File: src/rtl/common.sv
// Shared pipeline constants: opcodes, jump-type decode and resolve-source select.
package common;

  localparam logic [5:0] OP_RTYPE = 6'h00;
  localparam logic [5:0] OP_J     = 6'h02;
  localparam logic [5:0] OP_JAL   = 6'h03;
  localparam logic [5:0] OP_BEQ   = 6'h04;

  // Opcodes in the J-type encoding group (26-bit target field).
  localparam logic [5:0] J_TYPE_OP0 = OP_J;
  localparam logic [5:0] J_TYPE_OP1 = OP_JAL;

  // Instruction size in bytes; sequential next-PC step.
  localparam int unsigned INSN_BYTES = 4;

  // Where the resolved next-PC of the instruction in EX comes from.
  typedef enum logic [1:0] {
    PC4     = 2'd0,
    BTARGET = 2'd1,
    JTARGET = 2'd2
  } resolve_src_e;

  function automatic logic is_j_type(input logic [5:0] op);
    return (op == J_TYPE_OP0) || (op == J_TYPE_OP1);
  endfunction

endpackage

File: src/rtl/sat_counter.sv
// Saturating up-counter: sticks at all-ones instead of wrapping.
module sat_counter #(
  parameter int unsigned WIDTH = 32
) (
  input  logic             clk,
  input  logic             rst,
  input  logic             inc,
  output logic [WIDTH-1:0] count
);

  logic [WIDTH-1:0] count_q, count_d;

  // Next count: step only while below the saturation value.
  always_comb begin
    count_d = count_q;
    if (inc && (count_q != {WIDTH{1'b1}})) begin
      count_d = count_q + WIDTH'(1);
    end
  end

  // Count register, cleared asynchronously.
  always_ff @(posedge clk or negedge rst) begin
    if (!rst) begin
      count_q <= '0;
    end else begin
      count_q <= count_d;
    end
  end

  assign count = count_q;

endmodule

File: src/rtl/branch_resolver.sv
// Tracks predicted next-PC through ID and EX, resolves the real next-PC in EX and
// flags mispredictions; keeps saturating branch and miss statistics.
module branch_resolver #(
  parameter int unsigned DWIDTH = 32,
  parameter int unsigned CWIDTH = 32
) (
  input  logic              clk,
  input  logic              rst,
  input  logic              stall,
  input  logic [DWIDTH-1:0] if_pc,
  input  logic [DWIDTH-1:0] if_npc,
  input  logic              ex_jump,
  input  logic              ex_beq,
  input  logic              ex_zero,
  input  logic [DWIDTH-1:0] ex_btarget,
  input  logic [DWIDTH-1:0] ex_jtarget,
  output logic              control_hazard,
  output logic [DWIDTH-1:0] ex_pc,
  output logic [DWIDTH-1:0] ex_jpc,
  output logic [CWIDTH-1:0] branch_count,
  output logic [CWIDTH-1:0] miss_count
);

  import common::*;

  logic              id_valid_q, id_valid_d;
  logic [DWIDTH-1:0] id_pc_q, id_pc_d;
  logic [DWIDTH-1:0] id_pred_q, id_pred_d;
  logic              ex_valid_q, ex_valid_d;
  logic [DWIDTH-1:0] ex_pc_q, ex_pc_d;
  logic [DWIDTH-1:0] ex_pred_q, ex_pred_d;

  resolve_src_e      src;
  logic              branch_inc;

  // Resolve the real next-PC of the EX instruction; jump wins over a taken BEQ.
  always_comb begin
    src = PC4;
    if (ex_jump) begin
      src = JTARGET;
    end else if (ex_beq && ex_zero) begin
      src = BTARGET;
    end
    unique case (src)
      JTARGET: ex_jpc = ex_jtarget;
      BTARGET: ex_jpc = ex_btarget;
      default: ex_jpc = ex_pc_q + DWIDTH'(INSN_BYTES);
    endcase
  end

  // A mismatch also catches non-branches the predictor aliased as taken.
  assign control_hazard = ex_valid_q && (ex_jpc != ex_pred_q);
  assign ex_pc          = ex_pc_q;
  assign branch_inc     = ex_valid_q && (ex_jump || ex_beq);

  // Stage advance: stall holds ID and bubbles EX; a hazard flushes both stages.
  always_comb begin
    id_valid_d = id_valid_q;
    id_pc_d    = id_pc_q;
    id_pred_d  = id_pred_q;
    ex_valid_d = id_valid_q;
    ex_pc_d    = id_pc_q;
    ex_pred_d  = id_pred_q;
    if (!stall) begin
      id_valid_d = 1'b1;
      id_pc_d    = if_pc;
      id_pred_d  = if_npc;
    end else begin
      ex_valid_d = 1'b0;
    end
    if (control_hazard) begin
      id_valid_d = 1'b0;
      ex_valid_d = 1'b0;
    end
  end

  // Stage registers, cleared asynchronously so a pending flush is dropped.
  always_ff @(posedge clk or negedge rst) begin
    if (!rst) begin
      id_valid_q <= 1'b0;
      id_pc_q    <= '0;
      id_pred_q  <= '0;
      ex_valid_q <= 1'b0;
      ex_pc_q    <= '0;
      ex_pred_q  <= '0;
    end else begin
      id_valid_q <= id_valid_d;
      id_pc_q    <= id_pc_d;
      id_pred_q  <= id_pred_d;
      ex_valid_q <= ex_valid_d;
      ex_pc_q    <= ex_pc_d;
      ex_pred_q  <= ex_pred_d;
    end
  end

  sat_counter #(
    .WIDTH(CWIDTH)
  ) u_branch_cnt (
    .clk  (clk),
    .rst  (rst),
    .inc  (branch_inc),
    .count(branch_count)
  );

  sat_counter #(
    .WIDTH(CWIDTH)
  ) u_miss_cnt (
    .clk  (clk),
    .rst  (rst),
    .inc  (control_hazard),
    .count(miss_count)
  );

endmodule
File: config.mk
export PLATFORM = sky130hd
export DESIGN_NAME = branch_resolver
export DESIGN_NICKNAME = d
export VERILOG_FILES = /design/src/rtl/common.sv /design/src/rtl/sat_counter.sv /design/src/rtl/branch_resolver.sv
export SDC_FILE = /design/constraint.sdc
export NUM_CORES = 1
export LEC_CHECK = 0
export CAP_MARGIN = 20
export CORE_MARGIN = 8
export CORE_UTILIZATION = 42
export CTS_CLUSTER_SIZE = 20
export DETAILED_ROUTE_END_ITERATION = 8
export GPL_TIMING_DRIVEN = 0
export PLACE_DENSITY = 0.74
export SYNTH_ARGS = -nofsm -noshare
export SYNTH_HDL_FRONTEND = slang
export SYNTH_SLANG_ARGS = --single-unit
File: constraint.sdc
create_clock -name clk -period 15.9 [get_ports clk]
set_input_delay 3.975 -clock clk [delete_from_list [all_inputs] [get_ports clk]]
set_output_delay 3.975 -clock clk [all_outputs]
set_load 0.05 [all_outputs]
* Word level (Yosys, flattened, before mapping)
Index checks and enable logic that the tools add are counted.
Storage, ports and cells: bits in registers 194, bits of input ports 134, output and inout port bits 129, logic and storage cells 30
Cells by class: add/sub/neg operators 3, equality and inequality tests 6, muxes and demuxes 7, reductions and logical operators 6
Operators by type and width (count):
- $add 32x1->32 const B | 2
- $ne 32x32->1 const B | 2
- $pmux 32 s2 | 1
- $add 32x3->32 const B | 1
- $ne 32x32->1 | 1
- $logic_and 1x1->1 | 5
- $mux 1 | 5
- $eq 2x1->1 const B | 1
- $eq 2x2->1 const B | 1
- $mux 2 | 1
- $ne 2x1->1 const B | 1
- $logic_or 1x1->1 | 1

* Depth between registers and ports, before layout
depth after elaboration 8, depth in mapped cells 14, gate-level depth less buffers 11

* Hierarchy
Synthesis repeated with hierarchy kept, for this count alone.
Second synthesis, totals: cell total of the unflattened synthesis 885, area total of the unflattened synthesis 9645.5 um^2
Modules (own cells, without submodules):
- branch_resolver | times used 1, cells an instance 583, area an instance 6397.4 um^2
- sat_counter | times used 2, cells an instance 151, area an instance 1624.1 um^2

* Worst setup path before layout
No wires, ideal clock.
kind in2out, start input ex_beq, end output control_hazard, data arrival time 8103 ps, slack 3822 ps, stages on the path 12, path through and2_1 > clkbuf_1 > o311ai_0 > xnor2_1 > o2111ai_1 > nor4b_1 > and4_1 > o2111ai_1 > or4_1 > buf_2 > nand2_1 > inv_1
On the way: cells in the longest elaborated chain, start to end 7, elaborated cells on any way between the ends 8, those cells by class eq/ne (3); mux (3); reduce/logical (2)
RTL lines:
- start: declaration | RTL line branch_resolver.sv:13 | input logic ex_beq,
- $logic_and 1x1->1 (*) | RTL line branch_resolver.sv:41 | end else if (ex_beq && ex_zero) begin
- $mux 1 (*) | RTL line branch_resolver.sv:41
- $mux 2 (*) | RTL line branch_resolver.sv:39 | if (ex_jump) begin
- $eq 2x1->1 / $eq 2x2->1 (equally long branches) | RTL line branch_resolver.sv:44 | unique case (src)
- $pmux 32 s2 (*) | RTL line branch_resolver.sv:44
- named net ex_jpc[3] | RTL line branch_resolver.sv:19 | output logic [DWIDTH-1:0] ex_jpc,
- $ne 32x32->1 (*) | RTL line branch_resolver.sv:52 | assign control_hazard = ex_valid_q && (ex_jpc != ex_pred_q);
- $logic_and 1x1->1 (*) | RTL line branch_resolver.sv:52
- end: declaration | RTL line branch_resolver.sv:17 | output logic control_hazard,
Mark *: on every way through the listed nets, which the timed path passes. The rest lies on a longest branch.

* Worst setup path after layout
start input ex_jump, end output control_hazard
On the way: cells in the longest elaborated chain, start to end 5, elaborated cells on any way between the ends 6, those cells by class eq/ne (3); mux (2); reduce/logical (1)
RTL lines:
- start: declaration | RTL line branch_resolver.sv:12 | input logic ex_jump,
- $mux 2 (*) | RTL line branch_resolver.sv:39
- $eq 2x1->1 / $eq 2x2->1 (equally long branches) | RTL line branch_resolver.sv:44
- $pmux 32 s2 (*) | RTL line branch_resolver.sv:44
- $ne 32x32->1 (*) | RTL line branch_resolver.sv:52
- $logic_and 1x1->1 (*) | RTL line branch_resolver.sv:52
Mark *: on every way between the ends. The rest lies on a longest branch, timed or not.

==> qor.log <==
INFO  power          net-switching-power=472uW
INFO  setup_path     rr_startpoint=ex_pc[2]
INFO  drt            detailroute.via_count=8187
INFO  synthesis      synth_top_cells_by_area=sky130_fd_sc_hd__dfrtp_1 (51%), sky130_fd_sc_hd__mux2_2 (8.2%), sky130_fd_sc_hd__xnor2_1 (7.4%), sky130_fd_sc_hd__nand2_1 (3.1%), sky130_fd_sc_hd__nand3_1 (2.4%)
INFO  setup_path     crit_path_max_fanout=10
INFO  drt            remaining_drc_errors=0
INFO  cts            post-cts-setup-buffer-count=0
INFO  setup_path     critPathRequiredTime=11930ps
INFO  floorplan      core=22400squm
INFO  setup_path     crit_buf_inv=8
INFO  floorplan      rows=55
INFO  cts            clock_tree.htree_level_count=4
INFO  layout         fill_cells=1883
INFO  synthesis      yosysSeqAreaShare=0.512
INFO  setup_path     regToRegEndpoint=u_miss_cnt.count[24]
INFO  cts            cts_hold_repair.buffers=0
INFO  synthesis      syn-mean-instance-area=10.8squm
INFO  timing         setup_violations=0
INFO  floorplan      overall_die_area=27600squm
INFO  timing         worst-slew-pin-transition=962ps
INFO  setup_path     setup.worst_path.end=control_hazard
INFO  timing         setup_total_negative_slack=0ps
INFO  cts            cts_num_sinks=194
INFO  timing         slew_viol_final=0
INFO  power          comb_power_share=0.254
INFO  power          internal_power=901uW
INFO  timing         hold_violations=0
INFO  placed_design  io_buffer_count=261
INFO  layout         layout.cell_area.non_filler=13100squm
INFO  setup_path     crit_chain=clkdlybuf4s50_1, clkbuf_1, clkbuf_1, clkbuf_1, buf_1, a21oi_1, a2111oi_0, o2111ai_1, or4_1, buf_2, nand2_1, inv_1, clkdlybuf4s50_1
INFO  setup_path     worst-endpoint-arrival=9310ps
INFO  placed_design  dp.final_hpwl=24.6mm
INFO  synthesis      synth_fp_nets=1017
INFO  drt            vias_per_cell=5.60
INFO  timing         layout_worst_path_cycle_share=0.835
INFO  layout         nets=1298
INFO  power          p_leak=5.23nW
INFO  global_route   first_global_vias=8223
INFO  synthesis      netlist_instances=880
INFO  power          switching_share=0.344
INFO  timing         skew=14.6ps
INFO  cts            cts_made_buffers=17
INFO  timing         grt_setup_unrepaired=no
INFO  job            max_cap_violation_count=0
INFO  floorplan      die_x=166um
INFO  setup_path     max_stage_delay=710ps
INFO  setup_path     rr_worst_depth=14
INFO  drt            detail-route-antenna-nets=0
INFO  setup_path     cpLargestDelayFamily=buffers and inverters
INFO  power          power.density=105nW/um^2
INFO  synthesis      synth.ff_latch_count=194
INFO  cts            worstSkewPairLatency=440ps
INFO  synthesis      netlist_area=9470squm
INFO  drt            final_wirelength=31.6mm
INFO  synthesis      netlist.area_leader.share=0.512
INFO  setup_path     reg2reg_slack=10770ps
INFO  drt            detailedRoute.firstPassIterationCount=5
INFO  power          report.power.total=1.37mW
INFO  setup_path     critPathLaunchType=input port
INFO  hold_path      holdCritPathClass=reg -> reg
INFO  power          clkPwrFrac=0.316
INFO  global_route   grt_max_degree=122
INFO  layout         layout-area-overhead-vs-synth=38.1%
INFO  timing         slew_headroom=0.353
INFO  cts            tritoncts=built
INFO  synthesis      async_reset_ff_frac=1.00
INFO  run_status     run_status=complete, no violations
INFO  global_route   wire_length_of_the_first_global_routing_pass=48.7mm
INFO  setup_path     worst_path_max_delay_cell=sky130_fd_sc_hd__clkdlybuf4s50_1
INFO  placed_design  area_of_placed_instances=12500squm
INFO  floorplan      height_of_the_die=166um
INFO  global_route   global_route.overflow_total=0
INFO  synthesis      synth_area_leader_cell=sky130_fd_sc_hd__dfrtp_1
INFO  synthesis      synth_warnings=0
INFO  layout         final_layout_size_suffix_gt1_frac=0.111
INFO  synthesis      synth-main-ff-cell=sky130_fd_sc_hd__dfrtp_1
INFO  synthesis      count_of_flip_flops_with_a_built_in_enable_after_synthesis=0
INFO  placed_design  globalplace.congestion=0.928
INFO  drt            wl_per_cell=21.6um
INFO  cts            clkSlewWorstSetupHoldPaths=70ps
INFO  timing         period_minus_slack=13280ps
INFO  cts            clk_path_buf_depth=2
INFO  synthesis      yosys.cell_types.count=62
INFO  floorplan      initial_cell_density_of_the_core=0.424
INFO  floorplan      ioPinCount=263
INFO  drt            detailedRoute.firstIterationViolations=582
INFO  setup_path     cell_count_along_the_critical_path=13
INFO  global_route   track_usage=0.227
INFO  setup_path     path_common_cell=sky130_fd_sc_hd__clkbuf_1
INFO  setup_path     worst_setup_path_end_kind=output port
INFO  setup_path     startpoint=ex_jump
INFO  cts            ctsResizeCount=0
INFO  global_route   antenna_found_initial=11
INFO  setup_path     setup.worst_path.class=in -> out
INFO  layout         utilization=0.585
INFO  power          worst_ir_drop_on_vdd=69.3uV
INFO  power          seq_power_share=0.430
INFO  cts            clock_tree.root_cell=sky130_fd_sc_hd__clkbuf_16
INFO  timing         maxClockFrequency=75.3MHz
==> metal layers <==
layer,vias up,part of all wire,track usage
met5,-,0.0031,0
met4,16,0.037,0.102
met3,90,0.087,0.0744
met2,393,0.46,0.357
met1,3969,0.41,0.280
li1,3719,-,-
==> cells by family (layout without fill, tap and decap cells) <==
kind of cell	Yosys count	in the layout	synth area share
AOI/OAI and AO/OA	105	105	0.0775
xor gates and xnor gates	107	107	0.0997
adders and majority gates	3	3	0.00396
buffers and inverters	59	353	0.0261
DFF	194	194	0.512
muxes	76	76	0.0894
other	0	3	0
and+or+nand+nor	336	336	0.191
==> through the flow <==
stage	hold slack, ps	cells	setup WS, ps
after floorplan	349	880	3820
after global placement	351	1426	2730
after detailed placement	356	1427	2750
after CTS	372	1459	2740
after global routing	377	1462	2440
final	369	1462	2620
==> power by group through the flow <==
stage	clock [mW]	sequential (mW)	combinational [mW]
after CTS	0.442	0.589	0.350
after global placement	0	0.597	0.344
after detailed placement	0	0.598	0.348
after global routing	0.461	0.597	0.368
final	0.434	0.590	0.348
after floorplan	0	0.655	0.134
==> area by class of cell <==
class                   instances  area (sq um)  area share
inverters                      21          78.8     0.00602
plain buffers                  38           169      0.0129
well taps                     285           357      0.0273
clock buffers                  17           425      0.0325
repair buffers                262          2650       0.202
clock inverters                15           170      0.0130
flip-flops and latches        194          4850       0.371
multi-input cells             627          4380       0.335
diodes                          3          7.51    0.000574
==> Yosys cell counts (8+ instances only) <==
cell type,instances
sky130_fd_sc_hd__clkbuf_1,28
sky130_fd_sc_hd__nor4_1,13
sky130_fd_sc_hd__xnor2_1,80
sky130_fd_sc_hd__nand2_1,78
sky130_fd_sc_hd__mux2_2,69
sky130_fd_sc_hd__nor3_1,29
sky130_fd_sc_hd__a21oi_1,19
sky130_fd_sc_hd__dfrtp_1,194
sky130_fd_sc_hd__or2_2,8
sky130_fd_sc_hd__nand3_2,8
sky130_fd_sc_hd__xor2_1,26
sky130_fd_sc_hd__nand4_1,31
sky130_fd_sc_hd__nor2_1,44
sky130_fd_sc_hd__nand3_1,46
sky130_fd_sc_hd__and3_1,19
sky130_fd_sc_hd__inv_1,21
sky130_fd_sc_hd__o21ai_0,21
sky130_fd_sc_hd__and2_1,10
==> placed cells by master (no fill, tap or decap), drive strengths merged, types with 5 or more instances in the layout <==
cell / n
nand2b: 5
and2: 11
a311oi: 5
nor4bb: 5
nor3: 29
xnor2: 81
clkdlybuf4s50: 260
nor2: 44
dfrtp: 194
a21oi: 20
nand3: 54
a31oi: 7
buf: 12
and3: 19
clkinv: 5
o21ai: 21
mux2i: 7
and4: 6
clkbuf: 45
mux2: 69
nor2b: 7
a21o: 6
inv: 27
a2111oi: 5
or2: 8
or4: 7
or3: 7
xor2: 26
nand4: 31
nor4: 14
nand2: 78
==> flip-flops by register name, summed over array words and instances (netlist names) <==
signal,count
ex_valid_q,1
ex_pred_d,32
u_branch_cnt.count,32
ex_pc_d,32
ex_pred_q,32
ex_pc,32
u_miss_cnt.count,32
id_valid_q,1
==> worst min path at each step <==
stage                      start            to  cells past startpoint
global route         ex_pc_d[24]     ex_pc[24]                      0
floorplan             ex_pc_d[0]      ex_pc[0]                      0
finish                ex_pc_d[1]      ex_pc[1]                      0
global placement      ex_pc_d[1]      ex_pc[1]                      0
detailed placement  ex_pred_d[0]  ex_pred_q[0]                      0
CTS                 ex_pred_d[1]  ex_pred_q[1]                      0
(Power assumes the default switching activity.)
==> patch 1 (same settings) <==
Make the reset (`rst`) synchronous in 2 clocked blocks. Comments in the files are not updated.
--- a/src/rtl/sat_counter.sv
+++ b/src/rtl/sat_counter.sv
@@ -19,7 +19,7 @@
   end
 
   // Count register, cleared asynchronously.
-  always_ff @(posedge clk or negedge rst) begin
+  always_ff @(posedge clk) begin
     if (!rst) begin
       count_q <= '0;
     end else begin
--- a/src/rtl/branch_resolver.sv
+++ b/src/rtl/branch_resolver.sv
@@ -75,7 +75,7 @@
   end
 
   // Stage registers, cleared asynchronously so a pending flush is dropped.
-  always_ff @(posedge clk or negedge rst) begin
+  always_ff @(posedge clk) begin
     if (!rst) begin
       id_valid_q <= 1'b0;
       id_pc_q    <= '0;
Function: differs if rst is asserted again (counterexample within 4 cycles, from zero or initial values and one cycle with rst low); with rst held inactive, the same outputs for 10 cycles.
==> patch 1 against the original RTL <==
- power fell by 14%
- sequential cell count unchanged
- area after synthesis rose by 7.5%
- routed wire length is 25% higher
- count of clock-buffer cells in the layout stayed put
- largest power group unchanged
- cell area grew 5.7%
- worst setup slack lost 350 ps
- final cell count up 25%
==> patch 1: results (changes against the original RTL) <==
Synth Instances: 1,210 (+38%)
total area of multi-input combinational cells: 5880 um2 (+34%)
starting DRC count in detailed routing: 808 (+39%)
FF-to-FF path depth: 13 (-1)
async set-reset flop share out of synthesis: 0 (-1.00)
Placed Instances: 1,794 (+26%)
NonClk Buf Share: 0.212 (-0.00354)
Leak: 5.05 nW (-3.4%)
Worst Max-Slew Pin Slew: 1090 ps (+131 ps)
status: finished clean
met2 routed WL: 18,200 um (+24%)
inverters: 27 (+29%)
top-area cell type share of the netlist area: 0.381 (-0.131)
Post-layout nets: 1,626 (+25%)
hold worst-path end: ex_pred_q[8]
reg-to-reg slack, setup: 11,270 ps (+500 ps)
XOR/XNOR Fraction of Synth Area: 0.0628 (-0.0369)
WP data arrival: 9660 ps (+350 ps)
met3 WL post-DR: 3460 um (+26%)
# fillers: 2,263 (+20%)
clock slew at reported path FFs: 90 ps (+20 ps)
multi-input gates: 914 (+46%)
VDD IR max: 65.8 uV (-5.1%)
pin count of the biggest net entering global routing: 23 (-81%)
Hold WS: 454 ps (+85.9 ps)
CP max stage delay: 690 ps (-20 ps)
register area: 3880 um2 (-20%)
Critical R2R Launch: ex_pc[2]
-- patch 1: cell count changes in the layout (fill, tap and decap cells not counted), sizes merged, moves of 11 or more --
cell    unedited run  this run
o31ai              4        15
a21oi             20        57
dfxtp              0       194
nor2              44       129
o21ai             21        51
xnor2             81        40
or3                7        30
and2              11        81
dfrtp            194         0
mux2i              7        74
mux2              69         0
clkbuf            45        74
-- patch 1: kinds of logic after synthesis --
kind of cell / count (synthesis)
simple gates: 550
xor+xnor: 73
compound gates: 214
fa+ha+maj: 3
flops: 194
buf+inv: 102
mux: 74
-- patch 1: layer usage --
layer / up-vias / GRT usage
li1: 4925 / -
met1: 4949 / 0.336
met2: 487 / 0.407
met3: 72 / 0.0640
met4: 4 / 0.0993
met5: - / 0
-- patch 1: power breakdown --
group          switching, mW  total, mW  internal [mW]
combinational          0.124      0.211         0.0866
sequential            0.0139      0.516          0.502
clock                  0.233      0.452          0.219
==> patch 2 (config.mk and constraints unchanged) <==
Without the edit above. Change the parameter `CWIDTH` from 32 to 16.
--- a/src/rtl/branch_resolver.sv
+++ b/src/rtl/branch_resolver.sv
@@ -2,7 +2,7 @@
 // flags mispredictions; keeps saturating branch and miss statistics.
 module branch_resolver #(
   parameter int unsigned DWIDTH = 32,
-  parameter int unsigned CWIDTH = 32
+  parameter int unsigned CWIDTH = 16
 ) (
   input  logic              clk,
   input  logic              rst,
Interface: changed (resized branch_count and miss_count); port bits go from 263 to 231. No check against the original RTL was run, so the function may have changed too.
==> patch 2 against the original RTL <==
- first-iteration DRC count down 20%
- die area down 17%
- critical path type unchanged
- routed wire length down 21%
- worst setup slack better by 700 ps
- power down 8.4%
- sequential cell count down 32
- cell area down 17%
- area after synthesis down 19%
- clock power down 7.1%
- via count down 22%
- largest power group unchanged
- non-clock buffer count down 43
- critical endpoint unchanged
==> patch 2: results (changes against the original RTL) <==
status: finished clean
sequential area share after synthesis: 0.529 (+0.0170)
number of vias per cell: 5.48 (-2.1%)
I/O Buffers: 229 (-12%)
Synth Instances: 678 (-23%)
FF-to-FF End: u_miss_cnt.count[1]
placed wire-length estimate: 19,500 um (-21%)
top post-synthesis cells by area: dfrtp_1 53%, mux2_2 9.6%, xnor2_1 6.3%, xor2_1 3.0%, nand2_1 2.4%
Clock Skews: 13.3 ps (-1.35 ps)
top-area cell type share of the netlist area: 0.529 (+0.0170)
pin count of the biggest net entering global routing: 98 (-20%)
WL/cell: 21.3 um (-1.5%)
beginning of the worst hold path: ex_pred_d[21]
Rel. slew slack: 0.497 (+0.144)
Commonest cells post-synth: 162 x dfrtp_1, 65 x mux2_2, 55 x xnor2_1
Global Route Usage Sum: 0.219 (-0.00739)
initial antenna violation count: 3 (-8)
Post-layout nets: 1,064 (-18%)
# fillers: 1,472 (-22%)
share of post-route cells with drive strength above 1: 0.123 (+0.0127)
Post-Synthesis Net Count: 815 (-20%)
WP data arrival: 8610 ps (-700 ps)
Leak: 4.37 nW (-16%)
reg-to-reg slack, setup: 11,840 ps (+1070 ps)
starting DRC count in detailed routing: 468 (-20%)
first-pass GRT wire length: 37,500 um (-23%)
placer's final routability congestion estimate: 0.941 (+1.4%)
vias in the first global route: 6,579 (-20%)
## patch 2: logic make-up after synthesis
group,after synthesis,share of synthesized area
buffers and inverters,43,0.0216
adder cells (fa/ha/maj),3,0.00490
AO/OA/AOI/OAI,99,0.0882
AND/OR/NAND/NOR,213,0.151
XOR/XNOR,81,0.0926
flip-flops,162,0.529
multiplexers,77,0.112
## patch 2: power by group
part,internal (mW),switching (mW)
clock,0.211,0.193
combinational,0.140,0.207
sequential,0.459,0.0487
total,0.809,0.448
## patch 2: metal layers
| metal | GRT usage | routed length (um) | up-vias |
|---|---|---|---|
| met2 | 0.349 | 11900 | 270 |
| met4 | 0.105 | 910 | 4 |
| li1 | - | - | 2950 |
| met1 | 0.277 | 10400 | 3138 |
| met5 | 0 | 23 | - |
| met3 | 0.0511 | 1690 | 60 |
## patch 2: worst register-to-register path, stage by stage (launching register included)
cell,delay [ps]
dfrtp_1,470
ha_1,230
nand3_1,290
nor4_2,490
nand2_1,120
xor2_1,310
a211oi_1,150
or4_1,580
nor4_1,430
nand4_2,290
and3_4,280
mux2_4,290
## patch 2: worst max path at each step
| stage | start | slack (ps) | depth (start not counted) | end |
|---|---|---|---|---|
| 3_3_place_gp | ex_beq | 3420 | 13 | control_hazard |
| 2_1_floorplan | ex_jump | 4630 | 10 | control_hazard |
| 6_report | ex_beq | 3310 | 13 | control_hazard |
| 3_5_place_dp | ex_beq | 3400 | 13 | control_hazard |
| 5_1_grt | ex_beq | 3170 | 13 | control_hazard |
| 4_1_cts | ex_beq | 3390 | 13 | control_hazard |
## patch 2: area by class of cell
| cell class | instances | area share |
|---|---|---|
| Sequential cell | 162 | 0.373 |
| Inverter | 16 | 0.00553 |
| Tap cell | 229 | 0.0264 |
| Multi-Input combinational cell | 473 | 0.317 |
| Clock inverter | 15 | 0.0146 |
| Antenna cell | 2 | 0.000461 |
| Timing Repair Buffer | 230 | 0.214 |
| Buffer | 27 | 0.00968 |
| Clock buffer | 17 | 0.0392 |
## patch 2: metrics by stage
stage	hold slack, ps	util	instance area, um2	total power [mW]	setup slack [ps]
after CTS	371	0.606	10900	1.27	3390
final	370	0.607	10900	1.26	3310
after global routing	375	0.606	10900	1.31	3170
after detailed placement	355	0.574	10300	0.859	3400
after floorplan	349	-	7660	0.709	4630
after global placement	351	0.572	10200	0.853	3420
